File: config.mk
export PLATFORM = sky130hd
export DESIGN_NAME = shell_ctrl
export DESIGN_NICKNAME = d
export VERILOG_FILES = /design/src/rtl/tank_pkg.sv /design/src/rtl/box_collide.sv /design/src/rtl/shell_ctrl.sv
export SDC_FILE = /design/constraint.sdc
export NUM_CORES = 1
export LEC_CHECK = 0
export CAP_MARGIN = 25
export CORE_ASPECT_RATIO = 1.2
export CORE_MARGIN = 2
export CORE_UTILIZATION = 40
export DETAILED_ROUTE_END_ITERATION = 7
export PLACE_DENSITY_LB_ADDON = 0.15
export SLEW_MARGIN = 0
export SYNTH_ARGS = -nofsm -noshare
export SYNTH_HDL_FRONTEND = slang
export SYNTH_SLANG_ARGS = --single-unit
File: constraint.sdc
create_clock -name frame_clk -period 4.06 [get_ports frame_clk]
set_clock_uncertainty 0.2 [all_clocks]
set_input_delay 0.406 -clock frame_clk [delete_from_list [all_inputs] [get_ports frame_clk]]
set_output_delay 0.406 -clock frame_clk [all_outputs]
set_load 0.01 [all_outputs]
File: src/rtl/tank_pkg.sv
// Shared types and screen constants for the tank game shell logic.
package tank_pkg;

  typedef enum logic [1:0] {
    IDLE   = 2'd0,
    FLIGHT = 2'd1,
    IMPACT = 2'd2
  } shell_state_t;

  localparam int SCREEN_X_MAX = 639;
  localparam int SCREEN_Y_MAX = 479;

  // Renderer cannot show a shell above the top edge, so clamp it to row 0.
  function automatic logic [9:0] screen_y(input logic signed [10:0] y);
    return y[10] ? 10'd0 : y[9:0];
  endfunction

endpackage

File: src/rtl/box_collide.sv
// Square hit-box test: shell is inside when both axis distances are within the radius.
module box_collide #(
  parameter int RADIUS = 6
) (
  input  logic signed [10:0] shell_x,
  input  logic signed [10:0] shell_y,
  input  logic        [9:0]  target_x,
  input  logic        [9:0]  target_y,
  output logic               in_box
);

  localparam logic signed [11:0] Rad = 12'(RADIUS);

  logic signed [11:0] dx, dy, adx, ady;

  // Absolute differences in 12 bits so an off-screen shell cannot wrap into the box.
  always_comb begin
    dx     = $signed({shell_x[10], shell_x}) - $signed({2'b00, target_x});
    dy     = $signed({shell_y[10], shell_y}) - $signed({2'b00, target_y});
    adx    = dx[11] ? -dx : dx;
    ady    = dy[11] ? -dy : dy;
    in_box = (adx <= Rad) && (ady <= Rad);
  end

endmodule

File: src/rtl/shell_ctrl.sv
// Ballistic shell controller: launches on shoot, flies one step per frame, pulses hit on impact.
module shell_ctrl
  import tank_pkg::*;
#(
  parameter int X_SPEED    = 4,
  parameter int GRAVITY    = 1,
  parameter int HIT_RADIUS = 6,
  parameter int GROUND_Y   = 470,
  parameter int MAX_FLIGHT = 255
) (
  input  logic       frame_clk,
  input  logic       Reset,
  input  logic       shoot,
  input  logic [9:0] TankX,
  input  logic [9:0] TankY,
  input  logic [1:0] Direction,
  input  logic [9:0] y_component,
  input  logic [9:0] TargetX,
  input  logic [9:0] TargetY,
  output logic [9:0] ShellX,
  output logic [9:0] ShellY,
  output logic       active,
  output logic       hit
);

  localparam int CntW = (MAX_FLIGHT < 2) ? 1 : $clog2(MAX_FLIGHT + 1);

  localparam logic signed [10:0] GroundY = 11'(GROUND_Y);
  localparam logic signed [10:0] XMax    = 11'(SCREEN_X_MAX);
  localparam logic signed [11:0] Grav    = 12'(GRAVITY);
  localparam logic signed [11:0] VyMax   = 12'sd31;
  localparam logic [CntW-1:0]    CntMax  = CntW'(MAX_FLIGHT);

  shell_state_t state;

  logic signed [10:0] pos_x, pos_y, vel_x, vel_y;
  logic [CntW-1:0]    count;

  logic               in_box;
  logic               out_of_play;
  logic signed [10:0] nxt_x, nxt_y, nxt_vy;
  logic signed [11:0] vy_sum;

  box_collide #(
    .RADIUS(HIT_RADIUS)
  ) u_box_collide (
    .shell_x (pos_x),
    .shell_y (pos_y),
    .target_x(TargetX),
    .target_y(TargetY),
    .in_box  (in_box)
  );

  // Next flight step and termination test, both from the current registered position.
  always_comb begin
    nxt_x       = pos_x + vel_x;
    nxt_y       = pos_y + vel_y;
    vy_sum      = $signed({vel_y[10], vel_y}) + Grav;
    nxt_vy      = (vy_sum > VyMax) ? VyMax[10:0] : vy_sum[10:0];
    // Y above the screen (negative) is allowed; the shell just arcs back down.
    out_of_play = (pos_y >= GroundY) || pos_x[10] || (pos_x > XMax) || (count == CntMax);
  end

  // Shell FSM with all outputs registered alongside the state.
  always_ff @(posedge frame_clk or posedge Reset) begin
    if (Reset) begin
      state  <= IDLE;
      pos_x  <= '0;
      pos_y  <= '0;
      vel_x  <= '0;
      vel_y  <= '0;
      count  <= '0;
      ShellX <= '0;
      ShellY <= '0;
      active <= 1'b0;
      hit    <= 1'b0;
    end else begin
      unique case (state)
        IDLE: begin
          hit <= 1'b0;
          if (shoot) begin
            pos_x  <= $signed({1'b0, TankX});
            pos_y  <= $signed({1'b0, TankY});
            vel_y  <= $signed({y_component[9], y_component});
            unique case (Direction)
              2'd0:    vel_x <= -11'(X_SPEED);
              2'd1:    vel_x <= 11'(X_SPEED);
              default: vel_x <= '0;
            endcase
            count  <= '0;
            ShellX <= TankX;
            ShellY <= TankY;
            active <= 1'b1;
            state  <= FLIGHT;
          end
        end
        FLIGHT: begin
          // Hit is checked first so it wins over ground, edge and timeout.
          if (in_box) begin
            hit    <= 1'b1;
            active <= 1'b0;
            state  <= IMPACT;
          end else if (out_of_play) begin
            active <= 1'b0;
            state  <= IDLE;
          end else begin
            pos_x  <= nxt_x;
            pos_y  <= nxt_y;
            vel_y  <= nxt_vy;
            count  <= count + 1'b1;
            ShellX <= nxt_x[9:0];
            ShellY <= screen_y(nxt_y);
          end
        end
        IMPACT: begin
          hit   <= 1'b0;
          state <= IDLE;
        end
        default: begin
          hit    <= 1'b0;
          active <= 1'b0;
          state  <= IDLE;
        end
      endcase
    end
  end

endmodule

==> results of run 1 <==
## cells in the final DEF (no fill, tap or decap), types with 20 or more instances in the layout
cell type and count:
inv_1 49, xnor2_1 20, buf_4 83, a31oi_1 21, nor2_1 55, ha_1 37, dfrtp_1 59, clkdlybuf4s50_1 74
o21ai_0 23, a21oi_1 48, nand2_1 71
## registers in the layout (all words and copies together) (netlist names)
signal / cells
ShellX: 9
ShellY: 10
active: 1
count: 8
hit: 1
pos_x: 4
pos_y: 11
state: 2
vel_x: 2
vel_y: 11
## final timing paths
check	from	to	cells past startpoint
setup / recovery	TargetX[0]	pos_x[10]	15
hold / removal	Reset	state[0]	3
max in group asynchronous	Reset	pos_y[10]	4
hold reg to reg	active	active	2
setup reg to reg	pos_y[1]	pos_x[10]	13
min in group frame_clk	active	active	2
## per-layer routing
layer / global-route usage [%] / wire [µm]
met1: 26.23 / 6890
met2: 39.98 / 8574
met5: 0 / 0
met3: 3.229 / 552
met4: 8.056 / 448
## metrics by stage
stage	setup TNS (ps)	util [%]	cell area [µm²]
floorplan	0	-	5436
global placement	-14800	52.01	6885
detailed placement	-17300	52.01	6885
CTS	-0.9797	55.03	7284
global route	-44.48	58.31	7719
finish	0	58.31	7719
## report_power, final
part / total [mW] / switching (mW) / internal (mW)
Sequential: 1.15 / 0.291 / 0.862
Combinational: 6.15 / 3.11 / 3.04
Clock: 0.806 / 0.320 / 0.486
## layout make-up
cell class                 instances  area [µm²]  area share (%)
inverter                          51       191.4           2.480
timing repair buffer             172        1633           21.15
multi-input combinational        523        3900           50.53
sequential                        59        1476           19.13
tap                              168       210.2           2.723
clock inverter                     7       82.58           1.070
clock buffer                       9       225.2           2.918
## cells by family (layout without fill, tap and decap cells)
| group | Yosys count | after routing | synth area share (%) |
|---|---|---|---|
| AOI/OAI and AO/OA | 216 | 218 | 28.38 |
| DFF | 59 | 59 | 27.16 |
| adders and majority gates | 45 | 45 | 10.91 |
| muxes | 9 | 9 | 1.726 |
| buffers and inverters | 80 | 239 | 6.812 |
| xor gates and xnor gates | 32 | 32 | 5.570 |
| and+or+nand+nor | 219 | 219 | 19.45 |
## critical path, delay by kind of cell
kind / cells / cell delay (ps)
buf+inv: 3 / 760
compound gates: 6 / 1330
fa+ha+maj: 2 / 560
simple gates: 4 / 870
## what timing repair did
item	CTS	global route
pin swaps	3	19
setup buffers	4	10
cloned	1	5
setup endpoints to repair	24	51
gates resized for setup	8	49
==> impl_metrics.ini, run 1 <==
[grt]
grt_max_degree = 41
grt-ovfl-total = 0
grt_antenna_before_repair = 0
grt_use_total_pct = 22.00
grt_pass1_wl_mm = 26.67
grt_pass1_vias = 5586

[pwr]
p_leak_nw = 3.400
ir_drop_mv = 0.4466
power_mw = 8.110
cellPowerDensity_nw_per_um2 = 1051

[routing]
route.antenna.remaining_nets = 0
routed_wl_mm = 16.47
num_vias = 5516
drt_iter0_drc = 295
wl_per_cell_um = 16.65
route.detailed.drc = 0
routed_via_density = 5.577
first_pass_iters = 5

[yosys]
synthTopCellsByArea = dfrtp_1 (27%), ha_1 (9.4%), nand2_1 (4.9%), a21oi_1 (4.6%), nor2_1 (3.9%)
yosysMostFrequentCell = nand2_1
synthCells = 660
synthTopCellsByCount = nand2_1 (71), dfrtp_1 (59), nor2_1 (56)
synth_edf_count = 0
syn-num-nets = 760
ys_ff_latch = 59
yosysTopAreaCell = dfrtp_1
syn_area_per_cell_um2 = 8.237
yosysSeqAreaShare_pct = 27.16
synth_top_area_share_pct = 27.16
netlist_area_um2 = 5436
synthFlopType = dfrtp_1
yosysWarnings = 0
ys_types = 84
async_flop_share_pct = 100.0

[clocking]
clockBufferDepth = 2
cts_root_buf = clkbuf_16
clock_latency_ps = 340
cts.sinks = 59
cts_buffers = 9
htreeDepth = 3
holdBufCountCts = 0
cts_tree = yes
clk_pin_slew_ps = 60

[floorplan]
io_pins = 77
fp.dieArea_um2 = 14540
start_util_pct = 41.07
die_width_um = 110.4
rows = 46
coreArea_um2 = 13240
die_height_um = 131.7

[job]
drv_cap = 0

[timing]
setup_violations = 0
slew_viol_final = 0
setup_ws_ps = 144.1
whs_ps = 212.7
period_minus_slack_ps = 3916
maxSlewHeadroom_pct = 53.03
fmax_mhz = 255.4
finalHoldViolCount = 0
fin_crit_sh_pct = 96.45
tightestPinTransition_ps = 701.4

[place]
portBuffers = 76
dp_cells = 954
pre_cts_ws_ps = -453.5
gp_congestion = 0.8802
hpwlAfterDp_mm = 12.02

[finish]
drive_gt1_share_pct = 21.44
finalNonFillerCells = 989
num_antenna_cells = 0
syn2layout_area_growth_pct = 41.98
fillers = 1227
nets = 916

[worst_hold_path]
hp-class = input port to async pin

[setup_path]
crit_path_end_kind = flip-flop
crit_fanout = 9
reg2reg_slack_ps = 180
arrival_ps = 3940
startpoint_type = input port
required_ps = 4090
crit_slowest_cell = clkdlybuf4s50_1
crit_chain = clkdlybuf4s50_1 -> ha_1 -> fa_2 -> nand2b_4 -> a21bo_2 -> and3_1 -> a311oi_2 -> nand3_1 -> or3_4 -> a211oi_4 -> a311o_1 -> o211ai_4 -> buf_6 -> buf_16 -> a32o_1
timing_worst_setup_path_type = input port to flip-flop
cpPeakStageDelay_ps = 410

[run_status]
outcome = completed
Power figures use the tool's default switching activity.
==> inputs of run 2 (changes only) <==
SKIP_LAST_GASP = 1   (was unset)
==> run 2 against run 1 <==
Clock power hardly changed. Cell area is 2.5% higher. Cell count is 0.40% higher. Sequential power hardly changed. Sequential share of layout area is 0.46 points lower. Register-to-register slack worse by 60 ps. Fmax is 0.69% lower. Global-route usage hardly changed. Highest routed layer unchanged.
==> impl_metrics.ini, run 2 (synthesis gave the netlist of run 1 again) <==
[run_status]
outcome = completed

[clocking]
htreeDepth = 3
clockBufferDepth = 2
cts.sinks = 59
cts_tree = yes
cts_root_buf = clkbuf_16
clock_latency_ps = 340
clk_pin_slew_ps = 60
cts_buffers = 9

[grt]
grt_max_degree = 41
grt_pass1_wl_mm = 26.68
grt_use_total_pct = 22.02
grt-ovfl-total = 0
grt_antenna_before_repair = 0
grt_pass1_vias = 5586

[finish]
drive_gt1_share_pct = 25.21
largestRegisters = pos_y (11), vel_y (11), ShellY (10)
final_cell_mix = buf_4 (87), clkdlybuf4s50_1 (72), nand2_1 (71)
nets = 920
fin_area_um2 = 7914
mostFrequentLayoutCell = buf_4
num_antenna_cells = 0
syn2layout_area_growth_pct = 45.57

[setup_path]
crit_path_end_kind = flip-flop
reg2reg_to = vel_y[1]
r2r_cells = 18
required_ps = 4130
crit_fanout = 10
reg2reg_slack_ps = 120
arrival_ps = 4010
timing_worst_setup_path_type = flip-flop to flip-flop
startpoint_type = flip-flop
r2r-start = pos_y[0]

[floorplan]
coreArea_um2 = 13240
start_util_pct = 41.07
die_height_um = 131.7
io_pins = 77
fp.dieArea_um2 = 14540
rows = 46
die_width_um = 110.4

[routing]
wl_per_cell_um = 16.83
num_vias = 5556
first_pass_iters = 4
route.antenna.remaining_nets = 0
route.detailed.drc = 0
routed_via_density = 5.595
routed_wl_mm = 16.72
drt_iter0_drc = 307

[timing]
rsz0062_at_grt = yes
maxSlewHeadroom_pct = 53.43
fmax_mhz = 253.6
whs_ps = 214.0
slew_viol_final = 0
setup_ws_ps = 116.8
finalHoldViolCount = 0
fin_tns_setup_ps = 0
setup_violations = 0
fin_crit_sh_pct = 97.12
tightestPinTransition_ps = 695.5
period_minus_slack_ps = 3943

[worst_hold_path]
hp-class = input port to async pin

[job]
drv_cap = 0

[place]
gp_congestion = 0.8802
hpwlAfterDp_mm = 12.02
pre_cts_ws_ps = -453.5
placed_area_um2 = 6885
portBuffers = 76

[pwr]
cellPowerDensity_nw_per_um2 = 1064
p_leak_nw = 3.462
ir_drop_mv = 0.4608
==> run 2: timing repair <==
action | in CTS | in global routing
endpoints found under the hold margin | 0 | 0
cloned | 1 | 3
setup buffers | 4 | 15
endpoints found under the setup margin | 24 | 52
pin swaps | 3 | 36
hold buffers | 0 | 0
gates resized for setup | 5 | 93
==> run 2: critical path, stage by stage, from the launching register on <==
cell and delay, ps:
dfrtp_1 360, inv_2 70, ha_4 170, fa_2 350, buf_4 170, xor2_4 180, and4_1 190, mux2i_2 260
o21ai_1 140, a2111oi_2 390, o2111ai_2 210, nor3_4 210, buf_12 140, o211ai_4 130, buf_6 180, buf_16 130
buf_12 140, buf_8 130, o21ai_2 120
==> run 2: worst max path at each step <==
stage	from	endpoint	slack, ps	cells after the start
after floorplan	TargetY[0]	vel_y[6]	420	14
after global placement	TargetY[5]	count[5]	-390	16
after CTS	TargetY[0]	pos_y[8]	-30	16
final	pos_y[0]	vel_y[1]	120	18
after global routing	TargetX[2]	vel_y[4]	-40	16
after detailed placement	TargetY[0]	pos_x[10]	-450	16
==> run 2: cell type report <==
type	count	area, µm²
fill	1219	5324
multi-input combinational	522	4036
timing repair buffer	177	1690
sequential	59	1478
clock buffer	9	225.2
tap	168	210.2
inverter	51	191.4
clock inverter	7	82.58
==> run 2: layer usage <==
metal / global-route usage [%] / vias to the layer above / wire [µm]
met5: 0 / - / 0
met3: 3.229 / 29 / 547
met1: 26.28 / 2658 / 6926
li1: - / 2741 / -
met2: 39.98 / 128 / 8759
met4: 8.056 / 0 / 482
==> run 2: power breakdown <==
part | switching [mW] | internal, mW | total (mW) | leakage [nW]
registers | 0.299 | 0.863 | 1.16 | 0.718
clock network | 0.320 | 0.486 | 0.806 | 0.145
logic | 3.24 | 3.21 | 6.45 | 2.60
==> run 2: per-stage QoR <==
stage	util, %	instances	total power [mW]
6_report	59.78	993	8.421
5_1_grt	59.78	993	9.136
4_1_cts	54.95	975	7.544
3_5_place_dp	52.01	954	6.537
3_3_place_gp	52.01	954	6.423
2_1_floorplan	-	660	4.704
==> inputs of run 3 (changes only) <==
CTS_CLUSTER_DIAMETER = 100   (was unset)
SLEW_MARGIN = unset   (was 0)
==> results of run 3 <==
No change in the layout: final DEF, timing and power equal those of run 2.
